## src/rtl/tpu_pkg.sv

```systemverilog
// Shared TPU definitions: writeback FSM states, element width and the
// signed saturation helper used when OUT_SATURATE_EN is defined.
package tpu_pkg;

  localparam int ELEM_WIDTH = 8;

  typedef enum logic [1:0] {
    IDLE,
    COLLECT,
    DONE
  } wb_state_e;

  // Clamp a sign-extended accumulator into the signed 8-bit element range.
  function automatic logic [ELEM_WIDTH-1:0] saturate_elem(input logic signed [31:0] acc);
    if (acc > 32'sd127) begin
      return 8'h7f;
    end else if (acc < -32'sd128) begin
      return 8'h80;
    end else begin
      return acc[ELEM_WIDTH-1:0];
    end
  endfunction

endpackage

```

## src/rtl/skew_delay.sv

```systemverilog
// Fixed-depth delay line carrying a valid bit and its data word together;
// a depth of zero is a plain wire. Clears on the active-low async reset.
module skew_delay #(
  parameter int DEPTH = 0,
  parameter int WIDTH = 16
) (
  input  logic             clk,
  input  logic             reset,
  input  logic             in_valid,
  input  logic [WIDTH-1:0] in_data,
  output logic             out_valid,
  output logic [WIDTH-1:0] out_data
);

  generate
    if (DEPTH == 0) begin : g_pass
      logic unused_clk_reset;
      assign unused_clk_reset = clk ^ reset;
      assign out_valid = in_valid;
      assign out_data  = in_data;
    end else begin : g_line
      logic [DEPTH-1:0]            valid_q, valid_d;
      logic [DEPTH-1:0][WIDTH-1:0] data_q, data_d;

      always_comb begin
        valid_d    = valid_q;
        data_d     = data_q;
        valid_d[0] = in_valid;
        data_d[0]  = in_data;
        for (int i = 1; i < DEPTH; i++) begin
          valid_d[i] = valid_q[i-1];
          data_d[i]  = data_q[i-1];
        end
      end

      always_ff @(posedge clk or negedge reset) begin
        if (!reset) begin
          valid_q <= '0;
          data_q  <= '0;
        end else begin
          valid_q <= valid_d;
          data_q  <= data_d;
        end
      end

      assign out_valid = valid_q[DEPTH-1];
      assign out_data  = data_q[DEPTH-1];
    end
  endgenerate

endmodule

```

## src/rtl/output_writeback.sv

```systemverilog
// Deskews the systolic array's bottom-edge results into rows, narrows each
// column to 8 bits and writes one row per cycle at incrementing addresses.
// Define OUT_SATURATE_EN to clamp instead of wrapping when narrowing.
module output_writeback
  import tpu_pkg::*;
#(
  parameter int width_height = 16,
  parameter int acc_width    = 16,
  parameter int addr_width   = 8
) (
  input  logic                                 clk,
  input  logic                                 reset,
  input  logic                                 start,
  input  logic [addr_width-1:0]                base_addr,
  input  logic [addr_width-1:0]                row_count,
  input  logic [width_height-1:0]              arr_valid,
  input  logic [width_height*acc_width-1:0]    arr_data,
  output logic                                 mem_wr_en,
  output logic [addr_width-1:0]                mem_wr_addr,
  output logic [width_height*ELEM_WIDTH-1:0]   mem_wr_data,
  output logic                                 busy,
  output logic                                 done,
  output logic                                 err
);

  wb_state_e                                 state_q, state_d;
  logic [addr_width-1:0]                     addr_cnt_q, addr_cnt_d;
  logic [addr_width-1:0]                     remain_q, remain_d;
  logic                                      last_wr_q, last_wr_d;
  logic                                      err_q, err_d;
  logic                                      mem_wr_en_q, mem_wr_en_d;
  logic [addr_width-1:0]                     mem_wr_addr_q, mem_wr_addr_d;
  logic [width_height*ELEM_WIDTH-1:0]        mem_wr_data_q, mem_wr_data_d;

  logic                                      accept_start;
  logic                                      in_window;
  logic                                      stray_valid;
  logic                                      lane_mismatch;
  logic [width_height-1:0]                   gated_valid;
  logic [width_height-1:0]                   dsk_valid;
  logic [width_height-1:0][acc_width-1:0]    dsk_data;
  logic [width_height-1:0][ELEM_WIDTH-1:0]   row_narrow;

  // Valids are only admitted into the delay lines while a job is running
  // (or starting this cycle); anything else is dropped and flagged.
  assign accept_start  = (state_q == IDLE) && start;
  assign in_window     = (state_q == COLLECT) || (accept_start && (row_count != '0));
  assign gated_valid   = arr_valid & {width_height{in_window}};
  assign stray_valid   = (|arr_valid) && !in_window;
  assign lane_mismatch = |(dsk_valid ^ {width_height{dsk_valid[0]}});

  genvar c;
  generate
    for (c = 0; c < width_height; c++) begin : g_col
      skew_delay #(
        .DEPTH(width_height - 1 - c),
        .WIDTH(acc_width)
      ) u_skew (
        .clk      (clk),
        .reset    (reset),
        .in_valid (gated_valid[c]),
        .in_data  (arr_data[c*acc_width +: acc_width]),
        .out_valid(dsk_valid[c]),
        .out_data (dsk_data[c])
      );
    end
  endgenerate

`ifdef OUT_SATURATE_EN
  always_comb begin
    row_narrow = '0;
    for (int i = 0; i < width_height; i++) begin
      row_narrow[i] = saturate_elem(32'(signed'(dsk_data[i])));
    end
  end
`else
  logic unused_high_bits;
  assign unused_high_bits = ^dsk_data;

  always_comb begin
    row_narrow = '0;
    for (int i = 0; i < width_height; i++) begin
      row_narrow[i] = dsk_data[i][ELEM_WIDTH-1:0];
    end
  end
`endif

  // The final write raises last_wr; DONE is entered the cycle after that
  // write is visible so done/busy line up with the registered strobe.
  always_comb begin
    state_d       = state_q;
    addr_cnt_d    = addr_cnt_q;
    remain_d      = remain_q;
    last_wr_d     = 1'b0;
    err_d         = err_q;
    mem_wr_en_d   = 1'b0;
    mem_wr_addr_d = mem_wr_addr_q;
    mem_wr_data_d = mem_wr_data_q;

    if (stray_valid) begin
      err_d = 1'b1;
    end

    case (state_q)
      IDLE: begin
        if (start) begin
          err_d = stray_valid;
          if (row_count == '0) begin
            state_d = DONE;
          end else begin
            state_d    = COLLECT;
            addr_cnt_d = base_addr;
            remain_d   = row_count;
          end
        end
      end
      COLLECT: begin
        if (lane_mismatch) begin
          err_d = 1'b1;
        end
        if (last_wr_q) begin
          state_d = DONE;
        end else if (dsk_valid[0] && (remain_q != '0)) begin
          mem_wr_en_d   = 1'b1;
          mem_wr_addr_d = addr_cnt_q;
          mem_wr_data_d = row_narrow;
          addr_cnt_d    = addr_cnt_q + 1'b1;
          remain_d      = remain_q - 1'b1;
          last_wr_d     = (remain_q == addr_width'(1));
        end
      end
      DONE: begin
        state_d = IDLE;
      end
      default: begin
        state_d = IDLE;
      end
    endcase
  end

  always_ff @(posedge clk or negedge reset) begin
    if (!reset) begin
      state_q       <= IDLE;
      addr_cnt_q    <= '0;
      remain_q      <= '0;
      last_wr_q     <= 1'b0;
      err_q         <= 1'b0;
      mem_wr_en_q   <= 1'b0;
      mem_wr_addr_q <= '0;
      mem_wr_data_q <= '0;
    end else begin
      state_q       <= state_d;
      addr_cnt_q    <= addr_cnt_d;
      remain_q      <= remain_d;
      last_wr_q     <= last_wr_d;
      err_q         <= err_d;
      mem_wr_en_q   <= mem_wr_en_d;
      mem_wr_addr_q <= mem_wr_addr_d;
      mem_wr_data_q <= mem_wr_data_d;
    end
  end

  assign mem_wr_en   = mem_wr_en_q;
  assign mem_wr_addr = mem_wr_addr_q;
  assign mem_wr_data = mem_wr_data_q;
  assign busy        = (state_q == COLLECT);
  assign done        = (state_q == DONE);
  assign err         = err_q;

endmodule

```

## config.mk

```make
export PLATFORM = sky130hd
export DESIGN_NAME = output_writeback
export DESIGN_NICKNAME = d
export VERILOG_FILES = /design/src/rtl/tpu_pkg.sv /design/src/rtl/skew_delay.sv /design/src/rtl/output_writeback.sv
export SDC_FILE = /design/constraint.sdc
export NUM_CORES = 1
export LEC_CHECK = 0
export ABC_CLOCK_PERIOD_IN_PS = 3200
export BUFFER_PORTS_ARGS = -buffer_cell sky130_fd_sc_hd__buf_4
export CELL_PAD_IN_SITES_DETAIL_PLACEMENT = 1
export CELL_PAD_IN_SITES_GLOBAL_PLACEMENT = 1
export CORE_MARGIN = 2
export CORE_UTILIZATION = 50
export CTS_CLUSTER_SIZE = 25
export DETAILED_ROUTE_END_ITERATION = 7
export PLACE_DENSITY = 0.87
export SLEW_MARGIN = 20
export SYNTH_ARGS = -nofsm -noshare
export SYNTH_HDL_FRONTEND = slang
export SYNTH_HIERARCHICAL = 1
export SYNTH_SLANG_ARGS = --single-unit
```

## constraint.sdc

```tcl
create_clock -name clk -period 3.2 [get_ports clk]
set_clock_uncertainty 0.05 [all_clocks]
set_input_delay 0.64 -clock clk [delete_from_list [all_inputs] [get_ports clk]]
set_output_delay 0.64 -clock clk [all_outputs]
set_load 0.1 [all_outputs]
```

==> metrics, run 1 <==
I/O Buffers 302; Final Hold Viols 0; post-layout util 62.65%; WL per Instance 23.24 um; critical path fanouts, max 17; Worst EP arrival 2140 ps; Post-DP Area 37450 um2; vias in the first global route 19490; die area 69590 um2; Area Growth Syn to Fin 24.46%; WS Path Type reg2out; Rel. slew slack 33.78%; htree depth 3; CTS Hold Bufs 65; period utilization 88.59%; Syn Inst Count 1838; P per Cell Area 1040 nW/um2; Overflow after GRT 0; startpoint types register; antenna-violating nets left 0; Worst-path clk slew 70 ps; CTS root buf clkbuf_16; yosys warns 6; I/O Pins 431; TritonCTS clock tree built; Worst-Skew Late Latency 670 ps; Hold Path Class in2reg; max-slew violations 0; Clock Sinks 1237; Setup Fix Bufs, Post-CTS 0; # rows 95; endpoints failing setup 0; initial antenna violation count 1; Worst Setup SP state_q[0]; Worst Tran Pin Value 991.4 ps; setup TNS 0 ps; HPWL Detailed 42080 um; fin worst setup slack 365.2 ps; outcome completed; Die Wd 263.8 um; cts bufs inserted 115; Syn Std Cell Area 33750 um2; worst vdd ir 0.0009846 V; worst r2r dst addr_cnt_q[6]; Max Freq 0.3528 GHz; Post-Syn Nets 2133; first-pass GRT wire length 118600 um; layout cell share with drive strength beyond 1 22.56%; max cap viols 0; FF-to-FF setup slack 520 ps; Via Count 15920; Final min period 2835 ps; post-cts resize count 0; Hold Crit Depth 1; pre-CTS setup slack 573.0 ps; chip height 263.8 um; Max Used Layer met4; Detail Route met2 WL 42930 um; met1 wire length 27110 um; RD Place Congestion 0.7979; RSZ-0062 raised after global routing false; DR DRC count 0; Tot GR Track Use 23.02%; Via-to-Cell Ratio 4.839; Starting Density 50.34%; Crit. End Element output port; Clock Tree Buf Depth 3; r2r startpoint remain_q[4]; pin count of the biggest net entering global routing 147; met3 wire length 3553 um; CP endpoint busy; number of DRC markers in iteration 0 813; Final nets 2618; Synth Area per Inst 18.36 um2; WL final 76470 um; DRT Pass-1 Iters 5; core area 67040 um2; WP data required 2510 ps; Reg2Reg Depth 5; Final Instance Area 42000 um2; leakage 19.99 nW
[registers in the layout, indices dropped and copies added (netlist names), 2 cells and up]
register                     count
g_col.u_skew/out_data          120
state_q                          2
addr_cnt_q                       8
remain_q                         8
g_col.u_skew/g_line.valid_q    119
g_col.u_skew/g_line.data_d     840
mem_wr_addr                      8
mem_wr_data                    128
[critical path, cell delays in order (launching register included)]
cell and delay, ps:
dfrtp_1 510, nand2b_1 120, inv_1 470, buf_4 410
[layout make-up]
| type | instances | area (um2) |
|---|---|---|
| inverter | 7 | 28.78 |
| tap | 873 | 1092 |
| fill | 5793 | 25040 |
| sequential | 1237 | 30950 |
| multi-input combinational | 546 | 2497 |
| clock inverter | 37 | 446.7 |
| clock buffer | 173 | 3438 |
| antenna | 1 | 2.502 |
| timing repair buffer | 416 | 3538 |
[cells in the final DEF (no fill, tap or decap), types with 6 or more instances in the layout]
| cell | count |
|---|---|
| nor2_1 | 8 |
| nand4_1 | 6 |
| inv_1 | 6 |
| clkbuf_8 | 30 |
| dfrtp_1 | 1237 |
| buf_12 | 20 |
| bufinv_16 | 7 |
| o22ai_1 | 8 |
| clkinv_2 | 22 |
| nand2_1 | 411 |
| o2bb2ai_1 | 7 |
| clkbuf_16 | 117 |
| o21ai_0 | 10 |
| dlygate4sd3_1 | 66 |
| buf_4 | 330 |
| clkbuf_1 | 26 |
| nor4_1 | 11 |
| nor2b_1 | 18 |
| a21oi_1 | 13 |
[metal layers]
metal	GRT usage [%]	vias up
met5	0	-
met4	9.060	0
met2	43.45	457
met1	25.43	8553
li1	-	6738
met3	4.567	171
[power by group]
part | internal [mW] | total (mW) | switching, mW
Combinational | 2.06 | 11.2 | 9.13
Clock | 7.99 | 13.9 | 5.93
Sequential | 17.5 | 18.6 | 1.12
Total | 27.5 | 43.7 | 16.2
[worst min-delay path by stage]
stage                                            start                                  to  slack (ps)
global placement    g_col[10].u_skew/g_line.data_d[52]  g_col[10].u_skew/g_line.data_d[68]         280
CTS                                      arr_data[193]  g_col[12].u_skew/g_line.data_d[17]        0.02
floorplan            g_col[0].u_skew/g_line.data_d[84]  g_col[0].u_skew/g_line.data_d[100]         280
finish                                   arr_data[115]   g_col[7].u_skew/g_line.data_d[19]          30
global route                               arr_data[4]   g_col[0].u_skew/g_line.data_d[20]           5
detailed placement   g_col[7].u_skew/g_line.data_d[16]   g_col[7].u_skew/g_line.data_d[32]         290
[through the flow]
| stage | total power, mW | hold WS, ps | std cells |
|---|---|---|---|
| final | 43.69 | 34.06 | 3290 |
| after global routing | 45.25 | 4.953 | 3290 |
| after CTS | 44.14 | 0.01504 | 3288 |
| after detailed placement | 29.83 | 285.6 | 3013 |
| after global placement | 29.23 | 281.1 | 3013 |
| after floorplan | 26.48 | 281.2 | 1838 |
Power figures use the tool's default switching activity.
==> run 2: changes to the inputs <==
--- a/config.mk
+++ b/config.mk
@@ -14,6 +14,7 @@
 export CTS_CLUSTER_SIZE = 25
 export DETAILED_ROUTE_END_ITERATION = 7
 export PLACE_DENSITY = 0.87
+export REMOVE_ABC_BUFFERS = 1
 export SLEW_MARGIN = 20
 export SYNTH_ARGS = -nofsm -noshare
 export SYNTH_HDL_FRONTEND = slang
==> metrics, run 2 (synthesized netlist as in run 1, its figures left out) <==
worst hold margin 29.24 ps; Rel. slew slack 33.59%; Clock Tree Buf Depth 3; WHS Endpoint g_col[5].u_skew/g_line.data_d[23]; htree depth 3; Via-to-Cell Ratio 4.832; CTS root buf clkbuf_16; Final Instance Area 42100 um2; Reg2Reg Depth 6; max cap viols 0; outcome completed; I/O Pins 431; I/O Buffers 302; Worst-path clk slew 70 ps; chip height 263.8 um; most common cell after layout, fill and taps aside dfrtp_1; endpoints failing setup 0; Setup Fix Bufs, Post-CTS 0; Via Count 15950; WS Path Type reg2out; cts bufs inserted 114; WP data required 2510 ps; RD Place Congestion 0.8190; Hold Path Class in2reg; Tot GR Track Use 22.69%; Max Freq 0.3701 GHz; post-cts resize count 0; Slowest-stage cell, CP dfrtp_1; Area Growth Syn to Fin 24.75%; # rows 95; Overflow after GRT 0; DR DRC count 0; r2r startpoint remain_q[4]; first-pass GRT wire length 117400 um; DRT Pass-1 Iters 4; HPWL Detailed 42060 um; critical path fanouts, max 16; pre-CTS setup slack 656.2 ps; Crit. End Element output port; Worst-Skew Late Latency 680 ps; Final min period 2702 ps; max incr delay on CP 530 ps; Final Hold Viols 0; critical path, cell by cell nand2b_1, inv_1, buf_4, buf_4; Filler cells 5834; fin worst setup slack 497.7 ps; max reg flops 840; Non-Filler Instances 3301; pin count of the biggest net entering global routing 115; vias in the first global route 19580; leakage 20.05 nW; placed instance count 3017; antenna-violating nets left 0; period utilization 84.45%; core area 67040 um2; WL final 75960 um; CP dominant cell by count buf_4; die area 69590 um2; Clock Sinks 1237; FF-to-FF setup slack 660 ps; Starting Density 50.34%; Hold Crit Depth 1; Die Wd 263.8 um; worst vdd ir 0.0005474 V; Worst EP arrival 2010 ps; initial antenna violation count 3; RSZ-0062 raised after global routing false; max-slew violations 0; startpoint types register; worst r2r dst addr_cnt_q[1]; P per Cell Area 1046 nW/um2; WL per Instance 23.01 um; Final nets 2624; layout cell share with drive strength beyond 1 22.92%; Worst Tran Pin Value 994.4 ps; commonest cells after routing, fill and taps aside dfrtp_1, nand2_1, buf_4; Post-DP Area 37420 um2; Worst Hold Launch arr_data[87]; TritonCTS clock tree built; number of DRC markers in iteration 0 1166
[run 2: cell count changes in the layout (fill, tap and decap cells not counted), sizes merged]
| cell | delta |
|---|---|
| inv | +3 |
| clkinv | +5 |
| bufinv | +6 |
| dlygate4sd3 | +3 |
| clkinvlp | +1 |
| buf | +4 |
| clkbuf | -12 |
| diode | +1 |
[run 2: layout make-up]
| type | instances | area [um2] | area share, % |
|---|---|---|---|
| inverter | 7 | 28.78 | 0.06836 |
| multi-input combinational | 546 | 2497 | 5.933 |
| antenna | 2 | 5.005 | 0.01189 |
| timing repair buffer | 423 | 3536 | 8.399 |
| clock buffer | 161 | 3324 | 7.897 |
| sequential | 1237 | 30950 | 73.53 |
| clock inverter | 52 | 658.1 | 1.563 |
| tap | 873 | 1092 | 2.595 |
[run 2: what timing repair did]
action                     4_1_cts  5_1_grt
setup endpoints to repair        0        0
hold endpoints to repair       124        0
hold buffers                    69        0
[run 2: worst max path at each step]
| stage | start | to | slack, ps |
|---|---|---|---|
| final | state_q[0] | busy | 500 |
| after detailed placement | row_count[6] | err | 660 |
| after CTS | state_q[0] | busy | 490 |
| after global placement | row_count[6] | err | 600 |
| after global routing | state_q[0] | busy | 400 |
| after floorplan | remain_q[4] | addr_cnt_q[1] | -1030 |
[run 2: report_power, final]
group / internal (mW) / leakage (nW) / switching [mW] / total, mW
clock network: 8.32 / 1.98 / 5.91 / 14.2
registers: 17.5 / 14.5 / 1.11 / 18.6
logic: 2.07 / 3.55 / 9.15 / 11.2
[run 2: through the flow]
stage | utilization, % | power (mW) | setup TNS [ps]
after floorplan | - | 26.35 | -117720
after global placement | 55.82 | 29.21 | 0
after detailed placement | 55.82 | 29.82 | 0
after CTS | 62.79 | 44.41 | 0
after global routing | 62.79 | 45.56 | 0
final | 62.79 | 44.02 | 0
[run 2: per-layer routing]
layer	global-route usage (%)	vias up	part of all wire [%]
met5	0	-	0.020
met4	11.04	2	4.2
met3	3.691	160	3.4
met2	42.29	410	56
met1	25.24	8609	36
li1	-	6768	-
[run 2: worst max-delay path: cells and delay by family (launching register included)]
kind                   cells  cell delay, ps
and+or+nand+nor            1             120
buffers and inverters      3             700
DFF                        1             530
